File: src/rtl/accum_stim_driver.sv
// Buffers accumulate commands and drives enable/value to the accumulator, tracking a shadow sum.
// Define ACCUM_CHECK_EN to compare the consumer's led against the shadow sum (sticky mismatch).

module accum_stim_fifo #(
  parameter int DEPTH = 4,
  parameter int WIDTH = 32
) (
  input  logic                     CLK,
  input  logic                     RST,
  input  logic                     i_push,
  input  logic                     i_pop,
  input  logic [WIDTH-1:0]         i_dat,
  output logic [WIDTH-1:0]         o_dat,
  output logic [$clog2(DEPTH):0]   o_level
);
  localparam int AW = $clog2(DEPTH);
  localparam int LW = AW + 1;

  logic [WIDTH-1:0] r_mem [DEPTH];
  logic [AW-1:0]    r_wptr;
  logic [AW-1:0]    r_rptr;
  logic [LW-1:0]    r_level;
  logic             w_push;
  logic             w_pop;

  // A full FIFO refuses pushes even when a pop frees a slot in the same cycle.
  assign w_push  = i_push && (r_level != LW'(DEPTH));
  assign w_pop   = i_pop && (r_level != '0);
  assign o_dat   = r_mem[r_rptr];
  assign o_level = r_level;

  always_ff @(posedge CLK) begin
    if (w_push) r_mem[r_wptr] <= i_dat;
  end

  always_ff @(posedge CLK) begin
    if (RST) begin
      r_wptr  <= '0;
      r_rptr  <= '0;
      r_level <= '0;
    end else begin
      if (w_push) r_wptr <= r_wptr + 1'b1;
      if (w_pop)  r_rptr <= r_rptr + 1'b1;
      case ({w_push, w_pop})
        2'b10:   r_level <= r_level + 1'b1;
        2'b01:   r_level <= r_level - 1'b1;
        default: r_level <= r_level;
      endcase
    end
  end
endmodule

module accum_stim_driver #(
  parameter int DEPTH    = 4,
  parameter int WIDTH    = 32,
  parameter int IDLE_GAP = 0
) (
  input  logic                     CLK,
  input  logic                     RST,
  input  logic                     cmd_valid,
  input  logic [WIDTH-1:0]         cmd_value,
  output logic                     cmd_ready,
  output logic                     enable,
  output logic [WIDTH-1:0]         value,
  input  logic [7:0]               led,
  output logic                     busy,
  output logic [$clog2(DEPTH):0]   fifo_level,
  output logic [15:0]              issued_count,
  output logic [WIDTH-1:0]         expected_sum,
  output logic                     mismatch
);
  localparam int LW = $clog2(DEPTH) + 1;
  localparam logic [3:0] GAP_LAST = 4'((IDLE_GAP > 0) ? (IDLE_GAP - 1) : 0);

  typedef enum logic [2:0] {S_IDLE, S_REQ, S_W1, S_W2, S_GAP} state_t;

  state_t           r_state;
  state_t           w_state_nxt;
  logic [WIDTH-1:0] r_value;
  logic [WIDTH-1:0] r_sum;
  logic [15:0]      r_issued;
  logic [3:0]       r_gap_cnt;
  logic             w_pop;
  logic             w_fifo_ne;
  logic [WIDTH-1:0] w_head;
  logic [LW-1:0]    w_level;

  accum_stim_fifo #(.DEPTH(DEPTH), .WIDTH(WIDTH)) u_fifo (
    .CLK     (CLK),
    .RST     (RST),
    .i_push  (cmd_valid && cmd_ready),
    .i_pop   (w_pop),
    .i_dat   (cmd_value),
    .o_dat   (w_head),
    .o_level (w_level)
  );

  assign w_fifo_ne    = (w_level != '0);
  assign cmd_ready    = (w_level != LW'(DEPTH));
  assign enable       = (r_state == S_REQ);
  assign value        = r_value;
  assign busy         = (r_state != S_IDLE) || w_fifo_ne;
  assign fifo_level   = w_level;
  assign issued_count = r_issued;
  assign expected_sum = r_sum;

  always_comb begin
    w_state_nxt = r_state;
    w_pop       = 1'b0;
    case (r_state)
      S_IDLE: begin
        if (w_fifo_ne) begin
          w_pop       = 1'b1;
          w_state_nxt = S_REQ;
        end
      end
      S_REQ: w_state_nxt = S_W1;
      S_W1:  w_state_nxt = S_W2;
      S_W2: begin
        // Without a gap the next head is popped here so REQ follows W2 directly.
        if (IDLE_GAP != 0) begin
          w_state_nxt = S_GAP;
        end else if (w_fifo_ne) begin
          w_pop       = 1'b1;
          w_state_nxt = S_REQ;
        end else begin
          w_state_nxt = S_IDLE;
        end
      end
      S_GAP: begin
        if (r_gap_cnt == GAP_LAST) w_state_nxt = S_IDLE;
      end
      default: w_state_nxt = S_IDLE;
    endcase
  end

  always_ff @(posedge CLK) begin
    if (RST) begin
      r_state   <= S_IDLE;
      r_value   <= '0;
      r_sum     <= '0;
      r_issued  <= '0;
      r_gap_cnt <= '0;
    end else begin
      r_state <= w_state_nxt;
      if (w_pop) r_value <= w_head;
      if (r_state == S_W2) begin
        r_sum    <= r_sum + r_value;
        r_issued <= r_issued + 16'd1;
      end
      if (r_state == S_GAP) r_gap_cnt <= r_gap_cnt + 4'd1;
      else                  r_gap_cnt <= '0;
    end
  end

`ifdef ACCUM_CHECK_EN
  logic r_chk_pend;
  logic r_mismatch;

  // led reflects the consumer's count one cycle after the W2 closing edge.
  always_ff @(posedge CLK) begin
    if (RST) begin
      r_chk_pend <= 1'b0;
      r_mismatch <= 1'b0;
    end else begin
      r_chk_pend <= (r_state == S_W2);
      if (r_chk_pend && (led != r_sum[23:16])) r_mismatch <= 1'b1;
    end
  end

  assign mismatch = r_mismatch;
`else
  logic w_unused_led;
  assign w_unused_led = ^led;
  assign mismatch     = 1'b0;
`endif
endmodule

File: config.mk
export PLATFORM = sky130hd
export DESIGN_NAME = accum_stim_driver
export DESIGN_NICKNAME = d
export VERILOG_FILES = /design/src/rtl/accum_stim_driver.sv
export SDC_FILE = /design/constraint.sdc
export NUM_CORES = 1
export LEC_CHECK = 0
export ABC_AREA = 1
export BUFFER_PORTS_ARGS = -buffer_cell sky130_fd_sc_hd__buf_2
export CAP_MARGIN = 15
export CORE_ASPECT_RATIO = 0.9
export CORE_MARGIN = 2
export CORE_UTILIZATION = 30
export CTS_CLUSTER_SIZE = 12
export DETAILED_ROUTE_END_ITERATION = 10
export GPL_ROUTABILITY_DRIVEN = 0
export PLACE_DENSITY = 0.52
export SKIP_LAST_GASP = 1
export SLEW_MARGIN = 20
export SYNTH_ARGS = -nofsm -noshare
export SYNTH_HDL_FRONTEND = slang
export SYNTH_SLANG_ARGS = --single-unit
File: constraint.sdc
create_clock -name CLK -period 6.9 [get_ports CLK]
set_clock_uncertainty 0.15 [all_clocks]
set_input_delay 1.38 -clock CLK [delete_from_list [all_inputs] [get_ports CLK]]
set_output_delay 1.38 -clock CLK [all_outputs]
set_load 0.02 [all_outputs]
==> results of run 1 <==
cells in the final DEF (no fill, tap or decap), types with 2 or more instances in the layout:
master     Yosys  final
o21ai_0      133    133
clkbuf_16      0     25
clkinv_1       2      5
nor2_2         1      5
diode_2        0      4
a31oi_1       34     34
ha_1          41     40
fa_1           2      2
nand4_1        5      5
clkinv_4       0      3
clkbuf_1      30      8
nor2_1       255    250
xor2_1        14     14
o21bai_1       3      3
a21oi_1       39     39
nor3_1        10     10
clkinv_2       0      3
buf_2          8    120
edfxtp_1     128    128
nand3_1       47     47
nand3_2        2      2
buf_4          2     10
inv_2          2      3
nor2_4         2      3
nand2_1      262    262
inv_1        177    177
dfxtp_1       89     87
dfxtp_2        0      2
xnor2_1        3      3
metal layers:
| layer | vias to the layer above | GRT usage |
|---|---|---|
| met5 | - | 0 |
| met3 | 55 | 0.0346 |
| met1 | 3846 | 0.205 |
| met2 | 136 | 0.256 |
| met4 | 12 | 0.0394 |
| li1 | 4438 | - |
per-stage QoR:
| stage | setup WS [ps] | hold WS (ps) |
|---|---|---|
| final | 3550 | 342 |
| after global routing | 3410 | 372 |
| after CTS | 3510 | 345 |
| after detailed placement | 3370 | 335 |
| after global placement | 3390 | 328 |
| after floorplan | 3410 | 337 |
worst paths after layout:
path                       to  slack [ps]  cells past startpoint
max                      busy        3550                      5
min          issued_count[12]         340                      2
max reg2reg  issued_count[14]        4350                     11
min reg2reg  issued_count[12]         340                      2
cell usage after synthesis, drive strengths merged:
| cell type | n |
|---|---|
| conb | 1 |
| ha | 41 |
| and2 | 1 |
| o21bai | 4 |
| a31oi | 34 |
| nand2 | 263 |
| nand3 | 49 |
| a21o | 1 |
| edfxtp | 128 |
| o21ai | 133 |
| clkinv | 2 |
| dfxtp | 89 |
| inv | 179 |
| nor2 | 258 |
| a21oi | 39 |
| fa | 2 |
| nor3b | 1 |
| nand4 | 5 |
| nor3 | 10 |
| clkbuf | 30 |
| xnor2 | 3 |
| buf | 15 |
| xor2 | 14 |
where the power goes:
part	switching, uW	total [uW]	leakage, uW	internal [uW]
clock	531	1210	0.000358	674
combinational	1110	1600	0.00348	500
sequential	226	1830	0.00190	1610
total	1860	4640	0.00574	2780
layout make-up:
type | instances | area [um2] | area share
sequential | 217 | 5630 | 0.451
clock buffer | 33 | 656 | 0.0525
tap | 469 | 587 | 0.0470
multi-input combinational | 859 | 4170 | 0.334
timing repair buffer | 130 | 676 | 0.0541
clock inverter | 12 | 83.8 | 0.00671
inverter | 181 | 679 | 0.0544
antenna | 4 | 10.0 | 0.000802
worst register-to-register path: stages, from the launching register on:
cell and delay [ps]:
dfxtp_1 390, ha_2 530, buf_4 430, nand2_2 110, nor2_2 110, inv_2 60
nor2_4 120, nand3_2 120, nor2_4 110, nand3_2 100, o21ai_0 160, nor2_1 60
flip-flops by register name, summed over array words and instances, names as in the netlist:
signal / cells
expected_sum: 32
issued_count: 16
r_state: 2
u_fifo.o_level: 3
u_fifo.r_mem: 128
u_fifo.r_rptr: 2
u_fifo.r_wptr: 2
value: 32
logic make-up (layout without fill, tap and decap cells):
logic type      count (synthesis)  after routing  synth area share
xor+xnor                       17             17            0.0140
compound gates                211            211             0.105
buf+inv                       226            356            0.0814
other cells                     1              5          0.000353
fa+ha+maj                      43             43            0.0520
flops                         217            217             0.529
simple gates                  587            587             0.219
==> results_dict.tcl, run 1 <==
set metrics [dict create \
    synth-seq-cells 217 \
    port_buffers 120 \
    drt_first_pass_iters 5 \
    first_global_vias 7991 \
    crit_type "reg -> out" \
    crit_buf_inv 3 \
    finalHoldViolCount 0 \
    critPathRequiredTime_ps 5370 \
    yosysUniqueCellTypes 31 \
    met1Wirelength_mm 13.5 \
    wire_per_inst_um 15.1 \
    grt_setup_unrepaired "no" \
    die_h_um 183 \
    critPathCaptureType "output port" \
    p_per_area_nw_per_um2 372 \
    yosysWarningCount 0 \
    path_clk_slew_ps 60 \
    worst_pin_slew_ps 914 \
    min_period_over_period 0.486 \
    synth_area_per_cell_um2 8.17 \
    yosysTopAreaCellShare 0.361 \
    critPathArrivalTime_ps 1820 \
    grt.total_usage 0.155 \
    synth_top_area_cell "edfxtp_1" \
    dp_cells 1856 \
    finalSetupTns_ps 0 \
    fp.dieW_um 202 \
    clk_latency_ps 540 \
    drt_iter0_markers 458 \
    grt_start_max_net_pins 69 \
    timing.fmax_mhz 299 \
    num_io_pins 130 \
    worst_setup_path_start_kind "flip-flop" \
    instances_no_fill 1905 \
    path_delay_family "simple AND/OR/NAND/NOR gates" \
    timing.critical_path.mode_cell "inv_1" \
    synth.area.top_cells "edfxtp_1 (36%), dfxtp_1 (17%), nand2_1 (9.2%)" \
    cts_max_level 1 \
    dp_hpwl_mm 20.0 \
    drt-vias-per-instance 4.46 \
    post_dp_cell_area_um2 11700 \
    cp_max_fo 4 \
    grt_pass1_wl_mm 44.7 \
    cpMaxStageDelayCell "nor3_1" \
    drive_gt1_frac 0.126 \
    ctsResizeCount 0 \
    fin_util 0.357 \
    reg2reg_from "r_state[0]" \
    numCtsBuffers 25 \
    slew_viol_final 0 \
    post_cts_buffers 0 \
    ant_nets 0 \
    maxCapViolations 0 \
    wl_met2_mm 13.0 \
    timing.final.crit_period_ps 3350 \
    synthToLayoutAreaGrowth_pct 17.4 \
    slowest_delay_ps 390 \
    hp-start "issued_count[12]" \
    finalSetupViolCount 0 \
    routed.top_layer "met5" \
    dieArea_um2 37000 \
    nFillCells 3691 \
    ys_seq_area_frac 0.529 \
    p_total_uw 4640 \
    overflow 0 \
    cts_tree "built" \
    synth_fp_nets 1388 \
    fp-row-count 65 \
    drc_errors 0 \
    drt_wl_total_mm 28.8 \
    hp-class "reg -> reg" \
    postCtsHoldBufs 0 \
    syn_area_um2 10600 \
    final_area_um2 12500 \
    clockBufferDepth 3 \
    startpoint "u_fifo.o_level[2]" \
    relSlewSlack 0.390 \
    ir_worst_vdd_mv 0.176 \
    antenna_found_initial 10 \
    p_leak_uw 0.00574 \
    met3WireLength_mm 1.42 \
    crit_chain "nor3_1 > inv_1 > nor2_1 > inv_1 > buf_2" \
    cts_sinks 217 \
    root_buffer "clkbuf_16" \
    core_area_um2 35000 \
    start_util 0.304 \
    fin_nets 1500 \
    status "complete, no violations" \
    netlist_instances 1302 \
    vias 8487 \
]
(Power assumes the default switching activity.)
==> inputs of run 2 (changes only) <==
==> constraint.sdc (replaced) <==
create_clock -name CLK -period 3.1 [get_ports CLK]
set_clock_uncertainty 0.15 [all_clocks]
set_input_delay 0.62 -clock CLK [delete_from_list [all_inputs] [get_ports CLK]]
set_output_delay 0.62 -clock CLK [all_outputs]
set_load 0.02 [all_outputs]
==> run 2 against run 1 <==
  * Utilization rose by 0.50 points
  * Largest cell class unchanged
  * Clock power rose to 2.5 times the previous value
  * Flip-flop and latch count did not move
  * Critical path depth did not move
  * Register-to-register slack got worse by 3600 ps
  * Wire length fell by 0.18%
  * Design area rose by 1.4%
  * First-iteration DRC count rose by 6.1%
  * Non-clock buffer count rose by 6
==> results_dict.tcl, run 2 (synthesis results as in run 1) <==
set metrics [dict create \
    hp-class "in -> reg" \
    worst_pin_slew_ps 640 \
    grt_start_max_net_pins 68 \
    dp_cells 1862 \
    relSlewSlack 0.573 \
    grt_pass1_wl_mm 45.0 \
    drt_iter0_markers 486 \
    timing.critical_path.mode_cell "inv_1" \
    r2r-end "expected_sum[28]" \
    cts_tree "built" \
    ir_worst_vdd_mv 0.459 \
    ctsResizeCount 0 \
    vias 8550 \
    critPathArrivalTime_ps 1780 \
    cp_max_fo 4 \
    min_period_over_period 0.821 \
    drt-vias-per-instance 4.47 \
    cts_sinks 217 \
    nFillCells 3680 \
    die_h_um 183 \
    finalSetupViolCount 0 \
    r2r_setup_slack_ps 780 \
    holdPathEnd "u_fifo.r_mem[3][14]" \
    clk_latency_ps 520 \
    multi_input_area_um2 4170 \
    p_per_area_nw_per_um2 849 \
    maxCapViolations 0 \
    root_buffer "clkbuf_16" \
    fp-row-count 65 \
    drc_errors 0 \
    drive_gt1_frac 0.134 \
    largest_register_ffs 128 \
    drt_first_pass_iters 5 \
    fin_nets 1507 \
    timing.fmax_mhz 393 \
    dieArea_um2 37000 \
    path_clk_slew_ps 60 \
    hp-start "cmd_value[14]" \
    crit_chain "nor3_1 > inv_1 > nor2_1 > inv_1 > buf_2" \
    overflow 0 \
    num_io_pins 130 \
    crit_type "reg -> out" \
    dp_hpwl_mm 20.4 \
    finalHoldViolCount 0 \
    fp.dieW_um 202 \
    numCtsBuffers 26 \
    final_cell_mix "nand2_1 (262), nor2_1 (250), inv_1 (177), o21ai_0 (133), edfxtp_1 (128)" \
    first_global_vias 8018 \
    start_util 0.304 \
    antenna_found_initial 8 \
    post_cts_buffers 0 \
    crit_buf_inv 3 \
    reg2reg_depth 12 \
    cpMaxStageDelayCell "nor3_1" \
    final_common_cell "nand2_1" \
    ant_nets 0 \
    grt.total_usage 0.155 \
    seq_area_um2 5630 \
    slowest_delay_ps 400 \
    drt_wl_total_mm 28.7 \
    port_buffers 120 \
    wire_per_inst_um 15.0 \
    hold_depth 1 \
    reg2reg_from "value[0]" \
    clockBufferDepth 3 \
    grt_setup_unrepaired "no" \
    critPathCaptureType "output port" \
    worst_setup_path_start_kind "flip-flop" \
    critPathRequiredTime_ps 2330 \
    instances_no_fill 1912 \
    timing.final.crit_period_ps 2550 \
    status "complete, no violations" \
    synthToLayoutAreaGrowth_pct 19.0 \
    path_delay_family "simple AND/OR/NAND/NOR gates" \
    regMostFlops "u_fifo.r_mem" \
    p_leak_uw 0.00583 \
    core_area_um2 35000 \
    finalSetupTns_ps 0 \
    slew_viol_final 0 \
    cts_max_level 1 \
    postCtsHoldBufs 0 \
]
-- run 2: changes by cell type in the layout (fill, tap and decap cells not counted), moves of 2 or more --
cell,change
clkinvlp_4,+2
bufinv_16,+3
clkinv_4,-2
buf_4,+6
clkbuf_16,+2
clkbuf_8,+2
clkbuf_1,-4
clkinv_2,+2
-- run 2: worst register-to-register path, delay by kind of cell, from the launching register on --
kind	cells	cell delay, ps
simple gates	9	1000
fa+ha+maj	2	720
flops	1	320
buf+inv	1	30
-- run 2: worst max-delay path by stage --
stage | startpoint | end | depth (start not counted)
floorplan | u_fifo.o_level[1] | u_fifo.r_mem[0][0] | 4
global placement | cmd_valid | u_fifo.o_level[2] | 9
detailed placement | cmd_valid | u_fifo.o_level[2] | 9
CTS | u_fifo.o_level[2] | busy | 5
global route | u_fifo.o_level[2] | busy | 5
finish | u_fifo.o_level[2] | busy | 5
-- run 2: area by class of cell --
cell class	count	area share
Tap cell	469	0.0464
Inverter	181	0.0537
Multi-Input combinational cell	859	0.329
Clock inverter	14	0.0122
Clock buffer	33	0.0567
Timing Repair Buffer	136	0.0569
Sequential cell	217	0.444
Antenna cell	3	0.000593
-- run 2: per-layer routing --
layer / part of all wire / GRT usage / wire (um) / vias up
met1: 0.47 / 0.209 / 13600 / 3877
met2: 0.45 / 0.258 / 13000 / 160
met5: 0.0026 / 0 / 76 / -
met3: 0.053 / 0.0323 / 1530 / 51
li1: - / - / - / 4450
met4: 0.018 / 0.0342 / 522 / 12
-- run 2: power breakdown --
group	switching [uW]	internal [uW]
logic	2430	1140
clock network	1170	1880
registers	544	3580
total	4150	6600
-- run 2: per-stage QoR --
stage,utilization,area [um2],total power (uW),hold WS [ps],setup WS [ps]
after global placement,0.337,11800,7750,320,722
after detailed placement,0.337,11800,7800,328,709
after floorplan,-,10600,6490,337,121
final,0.362,12700,10800,162,553
after global routing,0.362,12700,11500,143,387
after CTS,0.362,12700,10900,137,488
==> inputs of run 3 (changes only) <==
--- a/config.mk
+++ b/config.mk
@@ -5,7 +5,7 @@
 export SDC_FILE = /design/constraint.sdc
 export NUM_CORES = 1
 export LEC_CHECK = 0
-export ABC_AREA = 1
+export ABC_AREA = 0
 export BUFFER_PORTS_ARGS = -buffer_cell sky130_fd_sc_hd__buf_2
 export CAP_MARGIN = 15
 export CORE_ASPECT_RATIO = 0.9
@@ -14,7 +14,7 @@
 export CTS_CLUSTER_SIZE = 12
 export DETAILED_ROUTE_END_ITERATION = 10
 export GPL_ROUTABILITY_DRIVEN = 0
-export PLACE_DENSITY = 0.52
+export PLACE_DENSITY = 0.54
 export SKIP_LAST_GASP = 1
 export SLEW_MARGIN = 20
 export SYNTH_ARGS = -nofsm -noshare
==> constraint.sdc (replaced) <==
create_clock -name CLK -period 2.3 [get_ports CLK]
set_clock_uncertainty 0.15 [all_clocks]
set_input_delay 0.46 -clock CLK [delete_from_list [all_inputs] [get_ports CLK]]
set_output_delay 0.46 -clock CLK [all_outputs]
set_load 0.02 [all_outputs]
==> run 3 against run 2 <==
  * The flow now finishes with violations (setup timing)
  * Setup slack worse by 890 ps
  * Die area is 7.6% lower
  * Utilization increased by 6.8 points
  * Sequential power rose by 24%
  * Combinational power up 42%
  * Synthesized area decreased by 7.7%
  * Synthesized cell count down 38%
  * First-iteration DRC count decreased by 6.8%
==> results_dict.tcl, run 3 <==
set metrics [dict create \
    cts_tree "built" \
    root_buffer "clkbuf_16" \
    dp_hpwl_mm 18.2 \
    grt_start_max_net_pins 35 \
    synthToLayoutAreaGrowth_pct 40.2 \
    drt_iter0_markers 453 \
    overflow 0 \
    async_flop_share 0 \
    yosysWarningCount 0 \
    violations "setup timing" \
    cts_sinks 217 \
    numCtsBuffers 26 \
    final_common_cell "buf_4" \
    grt_pass1_wl_mm 39.8 \
    critPathCaptureType "flip-flop" \
    yosysTopAreaCellShare 0.392 \
    hp-class "in -> reg" \
    fp-row-count 62 \
    cp_max_fo 6 \
    drc_errors 0 \
    timing.fmax_mhz 379 \
    synth_edf_count 128 \
    regMostFlops "u_fifo.r_mem" \
    ir_worst_vdd_mv 0.614 \
    p_per_area_nw_per_um2 1050 \
    core_area_um2 32000 \
    final_cell_mix "buf_4 (153), edfxtp_1 (128), buf_2 (119), nand2_1 (110), dfxtp_1 (71)" \
    slowest_delay_ps 390 \
    worst_setup_path_start_kind "flip-flop" \
    critPathArrivalTime_ps 2940 \
    drive_gt1_frac 0.401 \
    antenna_found_initial 0 \
    finalHoldViolCount 0 \
    timing.critical_path.mode_cell "o21ai_2" \
    path_delay_family "compound AO/OA/AOI/OAI gates" \
    wire_per_inst_um 16.5 \
    first_global_vias 7006 \
    fin_nets 1195 \
    vias 7193 \
    grt_setup_unrepaired "yes" \
    largest_register_ffs 128 \
    yosysUniqueCellTypes 75 \
    port_buffers 120 \
    synth_area_per_cell_um2 12.2 \
    fin_util 0.430 \
    synth_most_common_cell "edfxtp_1" \
    crit_buf_inv 0 \
    crit_chain "ha_4 > fa_2 > a21oi_2 > o21ai_2 > o21ai_2 > a211oi_2 > o41ai_2 > o21bai_2 > a2111o_1 > o221ai_1" \
    whs_ps 147 \
    setup_slack_ps -338 \
    start_util 0.306 \
    die_h_um 176 \
    dieArea_um2 34200 \
    ys.flop_type "edfxtp_1" \
    drt_wl_total_mm 25.4 \
    crit_type "reg -> reg" \
    cpMaxStageDelayCell "a2111o_1" \
    synth-seq-cells 217 \
    synth.area.top_cells "edfxtp_1 (39%), dfxtp_1 (18%), mux4_2 (7.3%)" \
    finalSetupViolCount 15 \
    min_period_over_period 1.15 \
    num_io_pins 130 \
    grt.total_usage 0.147 \
    critPathRequiredTime_ps 2600 \
    cts_max_level 1 \
    clk_latency_ps 540 \
    ys_seq_area_frac 0.573 \
    synth_top_area_cell "edfxtp_1" \
    timing.final.crit_period_ps 2640 \
    syn_area_um2 9810 \
    p_total_uw 14400 \
    fp.dieW_um 195 \
    drt_first_pass_iters 4 \
    synth_fp_nets 892 \
    slew_viol_final 0 \
    diodes 0 \
    maxCapViolations 0 \
    path_clk_slew_ps 60 \
    status "finished with violations" \
    clockBufferDepth 3 \
    netlist_instances 806 \
    ant_nets 0 \
    drt-vias-per-instance 4.66 \
    p_leak_uw 0.00548 \
    synth_commonest_cells "edfxtp_1 (128), nand2_1 (110), dfxtp_1 (89), a21oi_1 (81), nor2_1 (51)" \
]
==> run 3: where the power goes <==
| group | internal [uW] | switching [uW] |
|---|---|---|
| Combinational | 2240 | 2810 |
| Sequential | 4740 | 370 |
| Clock | 2620 | 1630 |
| Total | 9600 | 4810 |
==> run 3: final timing paths <==
| kind | to | cells past startpoint | start | slack (ps) |
|---|---|---|---|---|
| worst max register to register | expected_sum[26] | 10 | value[0] | -340 |
| worst min register to register | value[28] | 2 | value[28] | 340 |
| worst max-delay path | expected_sum[26] | 10 | value[0] | -340 |
| worst min-delay path | expected_sum[21] | 2 | RST | 150 |
==> run 3: cells by family after synthesis <==
family | share of synthesized area
other | 0.000382
AO/OA/AOI/OAI | 0.102
adder cells (fa/ha/maj) | 0.0563
AND/OR/NAND/NOR | 0.116
flip-flops | 0.573
XOR/XNOR | 0.0321
multiplexers | 0.0923
buffers and inverters | 0.0283
==> run 3: area by class of cell <==
cell class                 instances  area [um2]
clock inverter                    15         195
inverter                          23        98.8
tap                              416         520
clock buffer                      31         701
multi-input combinational        527        4350
fill                            3018       18300
sequential                       217        5660
timing repair buffer             314        2240
==> run 3: per-stage QoR <==
step | TNS (ps) | setup WS (ps) | instances | area [um2]
after detailed placement | -4180 | -422 | 1457 | 12200
after global placement | -3960 | -402 | 1457 | 12200
final | -2940 | -338 | 1543 | 13800
after floorplan | -1990 | -301 | 806 | 10100
after CTS | -3660 | -385 | 1536 | 13500
after global routing | -5410 | -462 | 1543 | 13800
==> run 3: routing by layer <==
| metal | vias up | routed length [um] | track usage |
|---|---|---|---|
| met2 | 117 | 11900 | 0.240 |
| met3 | 29 | 1050 | 0.0215 |
| li1 | 3572 | - | - |
| met4 | 0 | 505 | 0.0369 |
| met5 | - | 0 | 0 |
| met1 | 3475 | 11900 | 0.207 |
==> run 3: timing repair <==
| item | 4_1_cts | 5_1_grt |
|---|---|---|
| hold buffers | 32 | 0 |
| endpoints found under the setup margin | 19 | 26 |
| resized for setup | 7 | 47 |
| buffers inserted | 2 | 8 |
| pin swaps | 11 | 33 |
| endpoints found under the hold margin | 128 | 0 |
